==> config.mk <==
export PLATFORM = sky130hd
export DESIGN_NAME = logic_unit_pipe
export DESIGN_NICKNAME = d
export VERILOG_FILES = /design/src/rtl/logic_unit_pkg.sv /design/src/rtl/logic_unit_pipe_flags.sv /design/src/rtl/logic_unit_pipe.sv
export SDC_FILE = /design/constraint.sdc
export NUM_CORES = 1
export LEC_CHECK = 0
export CORE_ASPECT_RATIO = 1.4
export CORE_MARGIN = 5
export CORE_UTILIZATION = 55
export DETAILED_ROUTE_END_ITERATION = 8
export HOLD_SLACK_MARGIN = 0.15
export PLACE_DENSITY = 0.84
export SLEW_MARGIN = 30
export SYNTH_ARGS = -nofsm -noshare
export SYNTH_HDL_FRONTEND = slang
export SYNTH_SLANG_ARGS = --single-unit
==> constraint.sdc <==
create_clock -name clk -period 5.5 [get_ports clk]
set_clock_uncertainty 0.15 [all_clocks]
set_input_delay 0.55 -clock clk [delete_from_list [all_inputs] [get_ports clk]]
set_output_delay 0.55 -clock clk [all_outputs]
set_load 0.05 [all_outputs]
==> src/rtl/logic_unit_pkg.sv <==
// Shared definitions for the pipelined logic lane: op encoding and the
// per-bit operation function used by the datapath and by reference models.
package logic_unit_pkg;

  localparam int OP_W = 3;

  typedef enum logic [OP_W-1:0] {
    OP_AND   = 3'd0,
    OP_OR    = 3'd1,
    OP_XOR   = 3'd2,
    OP_NOR   = 3'd3,
    OP_NAND  = 3'd4,
    OP_XNOR  = 3'd5,
    OP_ANDN  = 3'd6,
    OP_PASSA = 3'd7
  } op_e;

  // Every op is purely bitwise, so defining it on one bit lets any width
  // apply it with a simple loop and keeps all widths exact.
  function automatic logic logic_op(input logic a, input logic b, input op_e op);
    logic r;
    case (op)
      OP_AND:   r = a & b;
      OP_OR:    r = a | b;
      OP_XOR:   r = a ^ b;
      OP_NOR:   r = ~(a | b);
      OP_NAND:  r = ~(a & b);
      OP_XNOR:  r = ~(a ^ b);
      OP_ANDN:  r = a & ~b;
      default:  r = a;
    endcase
    return r;
  endfunction

endpackage

==> src/rtl/logic_unit_pipe_flags.sv <==
// Combinational result flags: all-zero, all-ones and odd parity of a vector.
module logic_flags #(
  parameter int WIDTH = 32
) (
  input  logic [WIDTH-1:0] vec,
  output logic             zero,
  output logic             ones,
  output logic             parity
);

  assign zero   = ~|vec;
  assign ones   = &vec;
  assign parity = ^vec;

endmodule

==> src/rtl/logic_unit_pipe.sv <==
// Two-stage bitwise logic lane with valid/ready flow control, result flags
// and a counter of results consumed downstream.
module logic_unit_pipe
  import logic_unit_pkg::*;
#(
  parameter int WIDTH = 32,
  parameter int CNT_W = 16
) (
  input  logic             clk,
  input  logic             rst_n,
  input  logic             in_valid,
  output logic             in_ready,
  input  logic [WIDTH-1:0] in_a,
  input  logic [WIDTH-1:0] in_b,
  input  logic [2:0]       in_op,
  output logic             out_valid,
  input  logic             out_ready,
  output logic [WIDTH-1:0] out_result,
  output logic             out_zero,
  output logic             out_ones,
  output logic             out_parity,
  output logic [CNT_W-1:0] done_cnt
);

  logic             s1_valid;
  logic [WIDTH-1:0] s1_a;
  logic [WIDTH-1:0] s1_b;
  op_e              s1_op;

  logic             s1_adv;
  logic             s2_adv;
  logic [WIDTH-1:0] res_d;
  logic             zero_d;
  logic             ones_d;
  logic             parity_d;

  // A stage may move when its successor is empty or draining this cycle;
  // in_ready depends only on state and out_ready, never on in_valid.
  assign s2_adv   = !out_valid || out_ready;
  assign s1_adv   = !s1_valid || s2_adv;
  assign in_ready = s1_adv;

  // NOTE: always_comb outputs get a default before any conditional or loop
  // assignment so no path leaves them unassigned (which would infer a latch).
  always_comb begin
    res_d = '0;
    for (int i = 0; i < WIDTH; i++) begin
      res_d[i] = logic_op(s1_a[i], s1_b[i], s1_op);
    end
  end

  // Flags come from the next result value so they register alongside it.
  logic_flags #(
    .WIDTH (WIDTH)
  ) u_flags (
    .vec    (res_d),
    .zero   (zero_d),
    .ones   (ones_d),
    .parity (parity_d)
  );

  // NOTE: state is updated with non-blocking assignments so every register
  // samples pre-edge values and stage order within the block cannot matter.
  // NOTE: the data registers are reset too; it costs little here and keeps
  // the published reset values of the result and flags well defined.
  always_ff @(posedge clk or negedge rst_n) begin
    if (!rst_n) begin
      s1_valid <= 1'b0;
      s1_a     <= '0;
      s1_b     <= '0;
      s1_op    <= OP_AND;
    end else if (s1_adv) begin
      s1_valid <= in_valid;
      if (in_valid) begin
        s1_a  <= in_a;
        s1_b  <= in_b;
        s1_op <= op_e'(in_op);
      end
    end
  end

  // A bubble in S1 clears out_valid but leaves the data registers stale.
  always_ff @(posedge clk or negedge rst_n) begin
    if (!rst_n) begin
      out_valid  <= 1'b0;
      out_result <= '0;
      out_zero   <= 1'b1;
      out_ones   <= 1'b0;
      out_parity <= 1'b0;
    end else if (s2_adv) begin
      out_valid <= s1_valid;
      if (s1_valid) begin
        out_result <= res_d;
        out_zero   <= zero_d;
        out_ones   <= ones_d;
        out_parity <= parity_d;
      end
    end
  end

  // Counts output handshakes; wraps silently at 2^CNT_W.
  always_ff @(posedge clk or negedge rst_n) begin
    if (!rst_n) begin
      done_cnt <= '0;
    end else if (out_valid && out_ready) begin
      done_cnt <= done_cnt + CNT_W'(1);
    end
  end

endmodule

==> flow_metrics.env <==
export IMPL_hold_viol_final=0
export IMPL_io_pins=124
export IMPL_synth_mux_area_share_pct=16.8
export IMPL_dieArea_um2=18600
export IMPL_synth_edf_count=0
export IMPL_gp_congestion=0.859
export IMPL_relSlewSlack_pct=48.7
export IMPL_r2r_cells=12
export IMPL_syn_inst=854
export IMPL_finalMaxSlewViolations=0
export IMPL_firstDrtPassIters=5
export IMPL_drtIter0Drc=437
export IMPL_dpl_hpwl_um=14500
export IMPL_end_kind="flip-flop"
export IMPL_htreeDepth=4
export IMPL_grt_usage_pct=21.8
export IMPL_vias_per_cell=5.60
export IMPL_synth_simple_area_share_pct=8.20
export IMPL_irDropWorstVdd_v=0.000406
export IMPL_synth_compound_area_share_pct=11.0
export IMPL_rsz0062_at_grt="no"
export IMPL_cts_sinks=120
export IMPL_worst_path_max_delay_cell="dfrtp_2"
export IMPL_status="completed"
export IMPL_wire_per_inst_um=16.7
export IMPL_fin_setup_tns_ns=0
export IMPL_grt_max_degree=107
export IMPL_cts_buffer_depth=2
export IMPL_power_density_nw_per_um2=457
export IMPL_synth_largest_area_cell="dfrtp_1"
export IMPL_synth_area_top_cells="dfrtp_1 (34%), ha_1 (17%), mux2_2 (12%)"
export IMPL_avgSynthCellArea_um2=10.2
export IMPL_fill_cells=1124
export IMPL_synthXorXnorAreaFrac_pct=5.47
export IMPL_worstSetupStartpointType="flip-flop"
export IMPL_synth_top_family_by_area="adder cells"
export IMPL_hold_path_class="reg -> reg"
export IMPL_finalCritPeriodShare_pct=71.5
export IMPL_antenna_found_initial=0
export IMPL_synth_common_cells="ha_1 (122), dfrtp_1 (119), mux2_2 (95)"
export IMPL_grt_pass1_wl_um=32400
export IMPL_crit_chain="buf_4 > or2b_1 > a2bb2oi_1 > o221ai_1 > o21a_1 > ha_1 > xor2_1 > xnor2_1 > xnor2_1 > xnor2_1 > xnor3_1 > mux2_2"
export IMPL_vias=6535
export IMPL_synth_nets=1047
export IMPL_wl_um=19500
export IMPL_synth_distinct_cells=57
export IMPL_synth_yosys_seq_area_share_pct=34.4
export IMPL_clock_latency_ns=0.42
export IMPL_area_growth_pct=22.6
export IMPL_ys_ff_latch=120
export IMPL_grt_overflow=0
export IMPL_synth_most_common_cell="ha_1"
export IMPL_cts_setup_buffers=0
export IMPL_floorplan_initialDensity_pct=56.0
export IMPL_die_height_um=159
export IMPL_synth_top_cell_area_share_pct=34.1
export IMPL_nets=1150
export IMPL_p_leak_nw=4.95
export IMPL_cts_resized=0
export IMPL_period_needed_ns=3.93
export IMPL_whs_path_depth=1
export IMPL_portBuffers=123
export IMPL_crit_top_cell="xnor2_1"
export IMPL_crit_type="reg -> reg"
export IMPL_synthArstFlopShare_pct=100
export IMPL_post_route_drc_count=0
export IMPL_critPathMaxStageDelay_ns=0.83
export IMPL_path_max_fanout=34
export IMPL_synthAdderAreaFrac_pct=17.5
export IMPL_root_buffer="clkbuf_16"
export IMPL_setup_violations=0
export IMPL_drive_above_1_share_pct=17.2
export IMPL_required_ns=5.65
export IMPL_cts_made_buffers=17
export IMPL_fmax_ghz=0.254
export IMPL_yosysWarnings=0
export IMPL_clk_pin_slew_ns=0.05
export IMPL_hold_buffers=1
export IMPL_utilization_pct=68.7
export IMPL_synth_flop_cell="dfrtp_1"
export IMPL_arrival_ns=4.08
export IMPL_rows=54
export IMPL_drv_cap=0
export IMPL_syn_area_um2=8740
export IMPL_grt_pass1_vias=6724
export IMPL_coreArea_um2=15600
export IMPL_diodes=0
export IMPL_die_w_um=117
export IMPL_cts_tree="yes"
export IMPL_ant_nets=0
export IMPL_worst_pin_slew_ns=0.769
==> worst paths after layout <==
check                                to    startpoint  slack, ns
setup reg to reg             out_parity      s1_op[0]       1.57
max in group asynchronous      s1_op[1]         rst_n       3.32
hold / removal             done_cnt[15]  done_cnt[15]       0.32
setup / recovery             out_parity      s1_op[0]       1.57
hold reg to reg            done_cnt[15]  done_cnt[15]       0.32
min in group asynchronous       s1_a[7]         rst_n       0.59
==> sequential cells by signal (all words and copies together), names as in the netlist <==
signal	count
s1_a	32
out_parity	1
out_result	32
s1_valid	1
s1_b	32
out_valid	1
s1_op	3
out_ones	1
out_zero	1
done_cnt	16
==> layout make-up <==
| cell class | instances | area (um^2) | share of cell area, % |
|---|---|---|---|
| clock buffer | 24 | 512 | 4.77 |
| clock inverter | 8 | 140 | 1.31 |
| inverter | 91 | 342 | 3.19 |
| multi-input combinational | 597 | 5170 | 48.2 |
| sequential | 120 | 3010 | 28.1 |
| tap | 196 | 245 | 2.29 |
| timing repair buffer | 130 | 1300 | 12.2 |
==> metrics by stage <==
stage               hold WS (ns)  setup slack [ns]  instances  cell area (um^2)  power (W)
detailed placement         0.314              1.24       1132             10000    0.00369
CTS                        0.324              1.24       1165             10700    0.00492
floorplan                  0.104              2.23        854              8740    0.00304
global route               0.349              1.33       1166             10700    0.00519
global placement           0.308              1.33       1132             10000    0.00361
finish                     0.316              1.57       1166             10700    0.00490
==> critical path: cells and delay by family, from the launching register on <==
family / cells / cell delay (ns)
XOR/XNOR: 5 / 0.91
flip-flops: 1 / 0.83
AO/OA/AOI/OAI: 3 / 0.60
buffers and inverters: 1 / 0.45
AND/OR/NAND/NOR: 1 / 0.33
multiplexers: 1 / 0.28
adder cells (fa/ha/maj): 1 / 0.26
==> routing by layer <==
layer,up-vias,track usage [%],wire (um)
met2,189,36.0,9820
met5,-,0,0
li1,3155,-,-
met1,3152,27.1,7930
met3,39,5.55,1190
met4,0,8.82,543
==> layout by cell type, fill, tap and decap left out, drive strengths merged, types with 5 or more instances in the layout <==
cell / netlist / final
ha: 122 / 122
clkdlybuf4s50: 0 / 122
dfrtp: 119 / 119
mux2: 96 / 96
inv: 91 / 91
o21ai: 68 / 68
nand2: 67 / 67
xnor2: 36 / 36
clkbuf: 21 / 24
nor2: 22 / 22
a21oi: 21 / 21
xor2: 16 / 16
mux2i: 16 / 16
nor2b: 14 / 14
nand3: 11 / 11
mux4: 10 / 10
nand4: 8 / 8
a211oi: 7 / 7
o211ai: 7 / 7
a221o: 7 / 7
buf: 25 / 7
nor3: 6 / 6
nand2b: 6 / 6
o221ai: 5 / 5
==> where the power goes <==
group          internal [W]  switching [W]  total, W  leakage, nW
clock              0.000827       0.000385   0.00121        0.326
combinational       0.00108        0.00132   0.00239         3.19
sequential          0.00108       0.000211   0.00129         1.44
==> cell families (layout without fill, tap and decap cells) <==
family / Yosys count / count (layout)
AND/OR/NAND/NOR: 151 / 151
AO/OA/AOI/OAI: 149 / 149
buffers and inverters: 137 / 253
adder cells (fa/ha/maj): 122 / 122
multiplexers: 122 / 122
flip-flops: 120 / 120
XOR/XNOR: 53 / 53
Note: power is estimated with default switching activity, not from simulation.
